`config.mk`:
```
export PLATFORM = sky130hd
export DESIGN_NAME = parity_frame_decoder
export DESIGN_NICKNAME = d
export VERILOG_FILES = /design/src/rtl/parity_frame_decoder_pkg.sv /design/src/rtl/parity_frame_decoder_accum.sv /design/src/rtl/parity_frame_decoder.sv
export SDC_FILE = /design/constraint.sdc
export NUM_CORES = 1
export LEC_CHECK = 0
export ABC_AREA = 0
export CAP_MARGIN = 20
export CORE_MARGIN = 2
export CORE_UTILIZATION = 42
export DETAILED_ROUTE_END_ITERATION = 10
export GPL_TIMING_DRIVEN = 0
export PLACE_DENSITY = 0.67
export SYNTH_ARGS = -nofsm -noshare
export SYNTH_HDL_FRONTEND = slang
export SYNTH_SLANG_ARGS = --single-unit
```
`constraint.sdc`:
```
create_clock -name clk -period 1.9 [get_ports clk]
set_input_delay 0.475 -clock clk [delete_from_list [all_inputs] [get_ports clk]]
set_output_delay 0.475 -clock clk [all_outputs]
set_load 0.02 [all_outputs]
```
`src/rtl/parity_frame_decoder_pkg.sv`:
```
// Shared types and helpers for the serial parity frame decoder.
package parity_pkg;

  typedef enum logic {
    IDLE = 1'b0,
    RECV = 1'b1
  } state_t;

  // Bit counter must hold 0..data_w, so it needs one more code than the data width.
  function automatic int cnt_width(input int data_w);
    return $clog2(data_w + 1);
  endfunction

endpackage

```
`src/rtl/parity_frame_decoder_accum.sv`:
```
// Shift register plus running XOR for one frame's data bits.
// The first bit of a frame is loaded; later bits are shifted in.
module parity_accum #(
  parameter int DATA_W    = 16,
  parameter int MSB_FIRST = 0
) (
  input  logic              clk,
  input  logic              rst_n,
  input  logic              load,
  input  logic              shift,
  input  logic              bit_in,
  output logic [DATA_W-1:0] data,
  output logic              parity
);

  logic [DATA_W-1:0] data_reg;
  logic [DATA_W-1:0] load_src;
  logic [DATA_W-1:0] shift_src;
  logic              parity_reg;

  // Bits enter at one end and walk toward the other, so after DATA_W bits
  // the first bit sits at bit 0 (LSB-first) or bit DATA_W-1 (MSB-first).
  generate
    if (MSB_FIRST != 0) begin : g_msb_first
      assign load_src  = {{(DATA_W-1){1'b0}}, bit_in};
      assign shift_src = {data_reg[DATA_W-2:0], bit_in};
    end else begin : g_lsb_first
      assign load_src  = {bit_in, {(DATA_W-1){1'b0}}};
      assign shift_src = {bit_in, data_reg[DATA_W-1:1]};
    end
  endgenerate

  always_ff @(posedge clk or negedge rst_n) begin
    if (!rst_n) begin
      data_reg   <= '0;
      parity_reg <= 1'b0;
    end else if (load) begin
      data_reg   <= load_src;
      parity_reg <= bit_in;
    end else if (shift) begin
      data_reg   <= shift_src;
      parity_reg <= parity_reg ^ bit_in;
    end
  end

  assign data   = data_reg;
  assign parity = parity_reg;

endmodule

```
`src/rtl/parity_frame_decoder.sv`:
```
// Receive-side parity checker: deserialises DATA_W data bits plus a parity bit,
// reports the word with a one-cycle valid pulse and keeps a saturating error count.
module parity_frame_decoder
  import parity_pkg::*;
#(
  parameter int DATA_W     = 16,
  parameter int ODD_PARITY = 0,
  parameter int MSB_FIRST  = 0,
  parameter int CNT_W      = 8
) (
  input  logic              clk,
  input  logic              rst_n,
  input  logic              bit_in,
  input  logic              bit_valid,
  input  logic              sof,
  input  logic              err_clr,
  output logic [DATA_W-1:0] frame_out,
  output logic              frame_valid,
  output logic              parity_ok,
  output logic              parity_err,
  output logic              frame_abort,
  output logic              busy,
  output logic [CNT_W-1:0]  err_count
);

  localparam int               CW       = cnt_width(DATA_W);
  localparam logic [CW-1:0]    LAST_CNT = CW'(DATA_W);
  localparam logic [CNT_W-1:0] ERR_MAX  = '1;
  localparam logic             PAR_REF  = (ODD_PARITY != 0);

  state_t            state_reg, state_next;
  logic [CW-1:0]     cnt_reg, cnt_next;
  logic              acc_load, acc_shift;
  logic              done, abort;
  logic [DATA_W-1:0] acc_data;
  logic              acc_parity;
  logic              ok_now, bad_now;

  logic [DATA_W-1:0] frame_out_reg;
  logic              frame_valid_reg;
  logic              parity_ok_reg;
  logic              parity_err_reg;
  logic              frame_abort_reg;
  logic              busy_reg;
  logic [CNT_W-1:0]  err_count_reg, err_count_next;

  parity_accum #(
    .DATA_W    (DATA_W),
    .MSB_FIRST (MSB_FIRST)
  ) u_accum (
    .clk    (clk),
    .rst_n  (rst_n),
    .load   (acc_load),
    .shift  (acc_shift),
    .bit_in (bit_in),
    .data   (acc_data),
    .parity (acc_parity)
  );

  always_ff @(posedge clk or negedge rst_n) begin
    if (!rst_n) begin
      state_reg <= IDLE;
      cnt_reg   <= '0;
    end else begin
      state_reg <= state_next;
      cnt_reg   <= cnt_next;
    end
  end

  // A qualified sof always restarts the frame, even on the parity-bit cycle.
  always_comb begin
    state_next = state_reg;
    cnt_next   = cnt_reg;
    acc_load   = 1'b0;
    acc_shift  = 1'b0;
    done       = 1'b0;
    abort      = 1'b0;
    case (state_reg)
      IDLE: begin
        if (bit_valid && sof) begin
          acc_load   = 1'b1;
          cnt_next   = CW'(1);
          state_next = RECV;
        end
      end
      RECV: begin
        if (bit_valid) begin
          if (sof) begin
            abort    = 1'b1;
            acc_load = 1'b1;
            cnt_next = CW'(1);
          end else if (cnt_reg == LAST_CNT) begin
            done       = 1'b1;
            cnt_next   = '0;
            state_next = IDLE;
          end else begin
            acc_shift = 1'b1;
            cnt_next  = cnt_reg + CW'(1);
          end
        end
      end
      default: begin
        state_next = IDLE;
        cnt_next   = '0;
      end
    endcase
  end

  assign ok_now  = ((acc_parity ^ bit_in) == PAR_REF);
  assign bad_now = done && !ok_now;

  // A clear in the same cycle as a failing frame still counts that failure.
  always_comb begin
    err_count_next = err_count_reg;
    if (err_clr) begin
      err_count_next = bad_now ? CNT_W'(1) : '0;
    end else if (bad_now && (err_count_reg != ERR_MAX)) begin
      err_count_next = err_count_reg + CNT_W'(1);
    end
  end

  always_ff @(posedge clk or negedge rst_n) begin
    if (!rst_n) begin
      frame_out_reg   <= '0;
      frame_valid_reg <= 1'b0;
      parity_ok_reg   <= 1'b0;
      parity_err_reg  <= 1'b0;
      frame_abort_reg <= 1'b0;
      busy_reg        <= 1'b0;
      err_count_reg   <= '0;
    end else begin
      frame_valid_reg <= done;
      parity_err_reg  <= bad_now;
      frame_abort_reg <= abort;
      busy_reg        <= (state_next == RECV);
      err_count_reg   <= err_count_next;
      if (done) begin
        frame_out_reg <= acc_data;
        parity_ok_reg <= ok_now;
      end
    end
  end

  assign frame_out   = frame_out_reg;
  assign frame_valid = frame_valid_reg;
  assign parity_ok   = parity_ok_reg;
  assign parity_err  = parity_err_reg;
  assign frame_abort = frame_abort_reg;
  assign busy        = busy_reg;
  assign err_count   = err_count_reg;

endmodule

```
==> results.yml, run 1 <==
clock_tree:
  clk_path_buf_depth: 2
  cts.clk_slew.worst_paths_ns: 0.09
  cts-root-buf: "clkbuf_8"
  cts_made_buffers: 5
  htreeDepth: 2
  cts_sinks: 51
  clkLatencyLatePin_ns: 0.31
  cts_tree: "yes"
worst_setup_path:
  crit_family: "buffers and inverters"
  endpoint_kind: "primary output"
  cp-start-kind: "register"
  slowest_stage: "clkdlybuf4s50_1"
  criticalPathCategory: "register to primary output"
  crit_required_ns: 1.42
  cp_num_buf_inv: 1
  critPathMaxStageDelay_ns: 0.63
  path_cells: "clkdlybuf4s50_1"
  cp_data_arrival_time_ns: 1.37
  path_max_fanout: 6
grt:
  grt_pass1_vias: 1544
  grt.total_usage_pct: 15.47
  grt_antenna_before_repair: 0
  grt_pass1_wl_um: 7245
  grt_max_degree: 36
  overflow: 0
power_and_ir_drop:
  ir_worst_vdd_uv: 478.3
  report.power.total_w: 0.001954
  seq_power_share_pct: 58.3
  p_per_area_nw_per_um2: 692.7
  p_leak_nw: 1.300
  p_int_w: 0.001473
  switching_share_pct: 24.61
  p_sw_w: 0.0004807
  p_clk_share_pct: 33.7
  pwr-share-comb_pct: 8.0
yosys:
  syn_area_um2: 2225
  yosys.area.top_type: "dfrtp_1"
  netlist_instances: 202
  syn-num-nets: 211
  synth-main-ff-cell: "dfrtp_1"
  synth_top_cell_area_share_pct: 57.37
  ys_seq_elements: 51
  synthArstFlopShare_pct: 100.0
  syn_avg_cell_area_um2: 11.01
  ys_types: 38
  yosysSeqAreaShare_pct: 57.37
  synth_edf_count: 0
  synth.area.top_cells: "dfrtp_1 (57%), mux2_2 (8.6%), nand2_1 (6.7%), a21oi_1 (4.9%), ha_1 (1.7%)"
  synth_warnings: 0
min_path:
  hp-class: "input port to async pin"
die:
  coreArea_um2: 5107
  die_h_um: 76.78
  io_pins: 35
  row_count: 26
  start_util_pct: 43.56
  die_x_um: 76.78
  die_area_um2: 5895
cells_and_area:
  num_antenna_cells: 0
  layout_commonest_cell: "dfrtp_1"
  syn_to_final_growth_pct: 26.77
  fin_nets: 254
  drive_gt1_share_pct: 18.29
  final_cell_mix: "dfrtp_1 (51), nand2_1 (39), clkdlybuf4s50_1 (25)"
placement:
  dp_hpwl_um: 2909
  portBuffers: 32
  place_ws_ns: -0.5708
  routabilityCongestion: 0.7637
detailed_routing:
  drt_pass1_iterations: 4
  drtIter0Drc: 71
  drc: 0
  wl_per_cell_um: 13.80
  drt-total-wl_um: 4362
  postRouteAntennaNets: 0
  via_per_inst: 5.184
  num_vias: 1638
sta:
  fin_worst_skew_ns: 0.007537
  fmaxAchievable_ghz: 0.5414
  drv_slew: 0
  fin_setup_tns_ns: 0
  relSlewSlack_pct: 63.63
  worstMarginPinSlew_ns: 0.5398
  final.min_clock_period_ns: 1.847
  finalWorstSetupSlack_ns: 0.05300
  period_share_pct: 97.21
  finalSetupViolCount: 0
  hold_viol_final: 0
run_status:
  status: "completed"
flow_run:
  maxCapViolCount: 0
-- path summary, 6_finish.rpt --
kind | end | slack, ns | startpoint | cells after the start
min in group clk | frame_abort$_DFF_PN0_ | 0.50 | sof | 2
worst max register to register | err_count[6]$_DFFE_PN0P_ | 0.10 | cnt_reg[0]$_DFFE_PN0P_ | 7
worst max-delay path | err_count[4] | 0.05 | err_count[4]$_DFFE_PN0P_ | 1
worst min register to register | frame_out[9]$_DFFE_PN0P_ | 0.51 | frame_out[9]$_DFFE_PN0P_ | 1
worst min-delay path | err_count[4]$_DFFE_PN0P_ | 0.09 | rst_n | 1
max in group asynchronous | frame_out[14]$_DFFE_PN0P_ | 1.31 | rst_n | 2
-- cell type report --
class | instances | area [um^2]
Clock inverter | 2 | 16.27
Clock buffer | 6 | 82.58
Timing Repair Buffer | 36 | 369.1
Multi-Input combinational cell | 136 | 917.1
Inverter | 7 | 26.28
Sequential cell | 51 | 1276
Tap cell | 70 | 87.58
Buffer | 8 | 45.04
Fill cell | 464 | 2287
-- metal layers --
| layer | track usage, % | part of all wire (%) | up-vias |
|---|---|---|---|
| met2 | 24.04 | 48 | 26 |
| met5 | 0 | 0 | - |
| met3 | 3.294 | 2.9 | 8 |
| met4 | 7.273 | 2.0 | 0 |
| met1 | 20.71 | 47 | 807 |
| li1 | - | - | 797 |
-- cell usage after synthesis (5+ instances only) --
| cell type | count |
|---|---|
| a21oi_1 | 22 |
| nand2_1 | 40 |
| o21ai_0 | 7 |
| nand3_1 | 5 |
| dfrtp_1 | 51 |
| inv_1 | 7 |
| mux2_2 | 17 |
-- power by group through the flow --
stage / Sequential (W) / Combinational, W / Clock [W]
after floorplan: 0.00116 / 0.0000791 / 0
after global placement: 0.00116 / 0.000129 / 0
after CTS: 0.00114 / 0.000142 / 0.000689
after detailed placement: 0.00116 / 0.000134 / 0
final: 0.00114 / 0.000156 / 0.000659
after global routing: 0.00114 / 0.000178 / 0.000735
-- metrics by stage --
stage	hold WS, ns	util (%)	instance area, um^2	std cells
finish	0.08584	55.22	2820	316
global route	0.1068	55.22	2820	316
CTS	0.09032	54.14	2765	315
detailed placement	0.4297	51.84	2648	305
global placement	0.4887	51.54	2633	304
floorplan	0.1794	-	2225	202
-- timing repair --
action	CTS	global route
pin swaps	1	0
resized for setup	3	13
hold buffers	0	0
setup buffers	2	1
setup endpoints to repair	18	22
-- kinds of logic after synthesis --
| family | Yosys count | share of synthesized area (%) |
|---|---|---|
| DFF | 51 | 57.37 |
| and+or+nand+nor | 69 | 15.97 |
| adders and majority gates | 3 | 1.687 |
| AOI/OAI and AO/OA | 42 | 11.25 |
| muxes | 19 | 9.505 |
| buffers and inverters | 15 | 3.037 |
| xor gates and xnor gates | 3 | 1.181 |
No activity file was read; power rests on OpenSTA's default activity.
==> run 2: changes to the inputs <==
--- a/config.mk
+++ b/config.mk
@@ -5,7 +5,7 @@
 export SDC_FILE = /design/constraint.sdc
 export NUM_CORES = 1
 export LEC_CHECK = 0
-export ABC_AREA = 0
+export ABC_AREA = 1
 export CAP_MARGIN = 20
 export CORE_MARGIN = 2
 export CORE_UTILIZATION = 42
==> run 2 against run 1 <==
Effect of this change: via count up 9.9%; clock power rose by 32%; synthesized area rose by 1.9%; critical path depth is the same; cell count increased by 18%; combinational power up 6%; first-iteration DRC count increased by 85%; largest power group unchanged; highest routed layer unchanged.
==> results.yml, run 2 <==
yosys:
  synth.most_common_cell: "nand2_1"
  synth_adder_area_share_pct: 1.656
  ys_types: 25
  yosys.area.top_type: "dfrtp_1"
  syn_area_um2: 2267
  synth_common_cells: "nand2_1 (64), dfrtp_1 (51), nand3_1 (35), inv_1 (29), o21ai_0 (22)"
  synth-main-ff-cell: "dfrtp_1"
  netlist_instances: 260
  synth_mux_area_share_pct: 0
  yosys.area_share.simple_pct: 23.79
  synthArstFlopShare_pct: 100.0
  synth_compound_area_share_pct: 8.609
  synth_top_cell_area_share_pct: 56.29
  synth_edf_count: 0
  synth_xor_area_share_pct: 2.318
  synth_warnings: 0
  yosysSeqAreaShare_pct: 56.29
  synth_top_family_by_area: "simple AND/OR/NAND/NOR gates"
  syn_avg_cell_area_um2: 8.720
  ys_seq_elements: 51
  syn-num-nets: 269
  synth.area.top_cells: "dfrtp_1 (56%), nand2_1 (11%), nand3_1 (7.7%), o21ai_0 (4.9%), inv_1 (4.8%)"
clock_tree:
  cts_made_buffers: 5
  htreeDepth: 2
  cts_tree: "yes"
  clk_path_buf_depth: 2
  cts_hold_buffers: 0
  cts.clk_slew.worst_paths_ns: 0.09
  clkLatencyLatePin_ns: 0.29
  cts_setup_buffers: 0
  cts-root-buf: "clkbuf_8"
  cts_sinks: 51
sta:
  worstMarginPinSlew_ns: 0.5736
  fin_worst_skew_ns: 0.005780
  fmaxAchievable_ghz: 0.5479
  whs_ns: 0.1660
  relSlewSlack_pct: 61.76
  hold_viol_final: 0
  final.min_clock_period_ns: 1.825
  period_share_pct: 96.06
  rsz0062_at_grt: "no"
  finalSetupViolCount: 0
  drv_slew: 0
flow_run:
  maxCapViolCount: 0
detailed_routing:
  drt-total-wl_um: 4580
  num_vias: 1800
  wl_per_cell_um: 12.31
  via_per_inst: 4.839
  drt_pass1_iterations: 4
  postRouteAntennaNets: 0
  drtIter0Drc: 131
  drc: 0
worst_setup_path:
  criticalPathCategory: "register to primary output"
  critPathMaxStageDelay_ns: 0.63
  slowest_stage: "clkdlybuf4s50_1"
  crit_family: "buffers and inverters"
  reg2reg_slack_ns: 0.27
  ff2ff_path_depth: 9
  cp_data_arrival_time_ns: 1.35
  cp-start-kind: "register"
  path_cells: "clkdlybuf4s50_1"
  path_max_fanout: 6
  r2r_end: "u_accum.data[15]$_DFFE_PN0P_"
  endpoint_kind: "primary output"
  crit_required_ns: 1.42
  rr_startpoint: "cnt_reg[0]$_DFFE_PN0P_"
  cp_num_buf_inv: 1
placement:
  dp_hpwl_um: 3242
  post-place-cells: 364
  routabilityCongestion: 0.8231
  portBuffers: 33
cells_and_area:
  fin_nets: 310
  syn_to_final_growth_pct: 25.28
  utilization_pct: 54.91
  drive_gt1_share_pct: 7.616
  final_cell_mix: "nand2_1 (64), dfrtp_1 (51), nand3_1 (35)"
  final_cells: 372
  num_antenna_cells: 0
  layout_commonest_cell: "nand2_1"
grt:
  grt_max_degree: 28
  overflow: 0
  grt_pass1_wl_um: 8286
  grt.total_usage_pct: 17.11
  grt_antenna_before_repair: 0
  grt_pass1_vias: 1845
die:
  coreArea_um2: 5172
  io_pins: 35
  row_count: 26
  die_area_um2: 6002
  die_h_um: 77.47
  die_x_um: 77.47
  start_util_pct: 43.83
power_and_ir_drop:
  p_per_area_nw_per_um2: 767.2
  p_leak_nw: 1.322
  ir_worst_vdd_uv: 475.4
run_status:
  status: "completed"
min_path:
  hp-class: "input port to async pin"
## run 2: power breakdown
group | switching (W) | internal [W] | total, W
Combinational | 0.000109 | 0.0000567 | 0.000166
Clock | 0.000341 | 0.000526 | 0.000867
Sequential | 0.0000290 | 0.00112 | 0.00115
## run 2: worst max-delay path by stage
| stage | startpoint | end | slack (ns) | cells past startpoint |
|---|---|---|---|---|
| after floorplan | err_count[0]$_DFFE_PN0P_ | err_count[5]$_DFFE_PN0P_ | 0.40 | 8 |
| after global placement | rst_n | frame_out[14]$_DFFE_PN0P_ | -1.19 | 1 |
| after detailed placement | bit_valid | u_accum.data[15]$_DFFE_PN0P_ | -0.13 | 7 |
| after CTS | err_count[5]$_DFFE_PN0P_ | err_count[5] | 0.01 | 1 |
| after global routing | err_count[6]$_DFFE_PN0P_ | err_count[6] | 0.01 | 1 |
| final | err_count[6]$_DFFE_PN0P_ | err_count[6] | 0.07 | 1 |
## run 2: cell type report
class                   count  area [um^2]
multi-input cells         169        824.5
well taps                  70        87.58
fillers                   480         2332
clock inverters             2        60.06
repair buffers             34        352.8
plain buffers               9        50.05
flip-flops and latches     51         1276
clock buffers               6        72.57
inverters                  31        116.4
## run 2: cells by family (layout without fill, tap and decap cells)
logic type / count (synthesis) / count (layout)
fa+ha+maj: 3 / 3
simple gates: 122 / 122
xor+xnor: 6 / 6
flops: 51 / 51
compound gates: 38 / 38
buf+inv: 40 / 82
## run 2: per-layer routing
layer | track usage (%) | routed length (um) | vias up
met2 | 28.96 | 2192 | 35
met1 | 22.11 | 2198 | 851
met4 | 5.714 | 43 | 0
li1 | - | - | 910
met3 | 3.256 | 145 | 4
met5 | 0 | 0 | -
## run 2: per-stage QoR
step | worst slack [ns] | area [um^2] | TNS, ns | power, W
CTS | 0.01239 | 2833 | 0 | 0.002203
floorplan | 0.3982 | 2267 | 0 | 0.001263
global placement | -1.193 | 2685 | -62.29 | 0.001328
global route | 0.01164 | 2840 | 0 | 0.002282
detailed placement | -0.1295 | 2700 | -1.522 | 0.001338
finish | 0.07487 | 2840 | 0 | 0.002179
## run 2: what timing repair did
action / CTS / global route
endpoints found under the hold margin: 0 / 0
resized for setup: 0 / 3
setup endpoints to repair: 0 / 3
==> run 3: changes to the inputs <==
--- a/config.mk
+++ b/config.mk
@@ -7,7 +7,6 @@
 export LEC_CHECK = 0
 export ABC_AREA = 1
 export CAP_MARGIN = 20
-export CORE_MARGIN = 2
 export CORE_UTILIZATION = 42
 export DETAILED_ROUTE_END_ITERATION = 10
 export GPL_TIMING_DRIVEN = 0
==> run 3 against run 2 <==
Effect of this change: final area fell by 1.1%; total power shrank 6.8%; register-to-register slack better by 0.03 ns; combinational power about the same; clock power decreased by 17%; fmax shrank 0.18%; sequential share of layout area grew 0.50 points; hold slack lost 0.026 ns.
==> results.yml, run 3 (synthesis gave the netlist of run 2 again) <==
die:
  io_pins: 35
  row_count: 26
  start_util_pct: 44.11
  die_x_um: 75.47
  coreArea_um2: 5140
  die_area_um2: 5696
  die_h_um: 75.47
cells_and_area:
  layout_commonest_cell: "nand2_1"
  utilization_pct: 54.65
  fill_cells: 509
  fin_nets: 310
  final_cell_mix: "nand2_1 (64), dfrtp_1 (51), nand3_1 (35)"
  stdcell_area_um2: 2809
  num_antenna_cells: 0
  drive_gt1_share_pct: 7.309
  syn_to_final_growth_pct: 23.90
clock_tree:
  cts_tree: "yes"
  cts-root-buf: "clkbuf_8"
  cts_made_buffers: 5
  cts.clk_slew.worst_paths_ns: 0.09
  cts_hold_buffers: 0
  clk_path_buf_depth: 2
  htreeDepth: 2
  cts_setup_buffers: 0
  cts_sinks: 51
  clkLatencyLatePin_ns: 0.30
grt:
  gr-usage-met1_pct: 24.40
  grt_antenna_before_repair: 0
  met3_usage_pct: 4.497
  grt_pass1_wl_um: 7741
  grt.total_usage_pct: 18.37
  overflow: 0
  grt_pass1_vias: 1674
  busiest_layer: "met2"
  grt_use_met2_pct: 29.27
  grt_max_degree: 32
sta:
  period_share_pct: 96.23
  fmaxAchievable_ghz: 0.5469
  fin_worst_skew_ns: 0.01134
  drv_slew: 0
  finalSetupViolCount: 0
  rsz0062_at_grt: "no"
  worstMarginPinSlew_ns: 0.5028
  final.min_clock_period_ns: 1.828
  relSlewSlack_pct: 66.48
  hold_viol_final: 0
power_and_ir_drop:
  seq_power_share_pct: 56.4
  pwr-share-comb_pct: 8.2
  p_int_w: 0.001559
  ir_worst_vdd_uv: 438.2
  p_sw_w: 0.0004721
  switching_share_pct: 23.24
  p_leak_nw: 1.313
  p_clk_share_pct: 35.4
  report.power.total_w: 0.002031
  p_per_area_nw_per_um2: 723.2
detailed_routing:
  drt_pass1_iterations: 4
  drtIter0Drc: 98
  drt-total-wl_um: 4468
  drc: 0
  via_per_inst: 4.865
  wl_per_cell_um: 12.04
  num_vias: 1805
  postRouteAntennaNets: 0
min_path:
  hp-class: "input port to async pin"
worst_setup_path:
  ff2ff_path_depth: 9
  critPathMaxStageDelay_ns: 0.63
  cp-start-kind: "register"
  cp_data_arrival_time_ns: 1.35
  path_max_fanout: 5
  cp_num_buf_inv: 1
  crit_required_ns: 1.42
  criticalPathCategory: "register to primary output"
  cp.depth: 1
  crit_family: "buffers and inverters"
  path_cells: "clkdlybuf4s50_1"
  slowest_stage: "clkdlybuf4s50_1"
  endpoint_kind: "primary output"
flow_run:
  maxCapViolCount: 0
placement:
  portBuffers: 33
  dp_hpwl_um: 3202
  routabilityCongestion: 0.7962
  place_area_um2: 2700
run_status:
  status: "completed"
run 3: cell count changes in the layout (fill, tap and decap cells not counted), sizes merged:
| cell | change |
|---|---|
| bufinv | -1 |
| clkdlybuf4s50 | -1 |
| dlygate4sd2 | +1 |
run 3: through the flow:
stage	setup TNS (ns)	hold slack, ns	setup slack [ns]	cells
after floorplan	0	0.1794	0.3982	260
after global placement	-59.44	0.4769	-1.142	363
after CTS	0	0.1378	0.01988	371
after global routing	0	0.1636	0.01539	371
after detailed placement	-2.241	0.4659	-0.1345	364
final	0	0.1400	0.07165	371
run 3: path summary, 6_finish.rpt:
check                                    startpoint                      endpoint  slack [ns]
max reg2reg                  cnt_reg[0]$_DFFE_PN0P_  u_accum.data[14]$_DFFE_PN0P_        0.30
max in group asynchronous                     rst_n        cnt_reg[1]$_DFFE_PN0P_        1.23
min                                           rst_n                busy$_DFF_PN0_        0.14
min reg2reg                frame_out[7]$_DFFE_PN0P_      frame_out[7]$_DFFE_PN0P_        0.49
max                        err_count[7]$_DFFE_PN0P_                  err_count[7]        0.07
min in group clk           frame_out[7]$_DFFE_PN0P_      frame_out[7]$_DFFE_PN0P_        0.49
run 3: layout make-up:
class                   count  area (um^2)  area share, %
inverters                  31        116.4          4.143
flip-flops and latches     51         1276          45.43
well taps                  70        87.58          3.118
plain buffers               9        50.05          1.782
repair buffers             34        351.6          12.52
clock inverters             1        30.03          1.069
multi-input cells         169        824.5          29.35
clock buffers               6        72.57          2.584
run 3: worst reg2reg max path: stages (launching register included):
cell	delay, ns
dfrtp_1	0.42
inv_1	0.07
ha_1	0.19
nand2_1	0.06
inv_1	0.04
nand2_2	0.10
nand2_1	0.12
nand2_2	0.15
clkbuf_2	0.22
o21ai_0	0.11
run 3: what timing repair did:
action,4_1_cts,5_1_grt
setup endpoints to repair,1,3
pin swaps,0,0
endpoints found under the hold margin,0,0
resized for setup,1,3
run 3: layer usage:
layer  vias to the layer above  wire length, um  share of wire [%]
met2                        41             2134                 48
li1                        905                -                  -
met4                         0               57                1.3
met1                       853             2098                 47
met3                         6              177                4.0
met5                         -                0                  0
run 3: power by group through the flow:
stage / combinational [W] / sequential [W] / clock [W]
6_report: 0.000166 / 0.00115 / 0.000720
5_1_grt: 0.000192 / 0.00115 / 0.000776
4_1_cts: 0.000170 / 0.00115 / 0.000739
3_5_place_dp: 0.000170 / 0.00117 / 0
3_3_place_gp: 0.000160 / 0.00117 / 0
2_1_floorplan: 0.0000982 / 0.00117 / 0
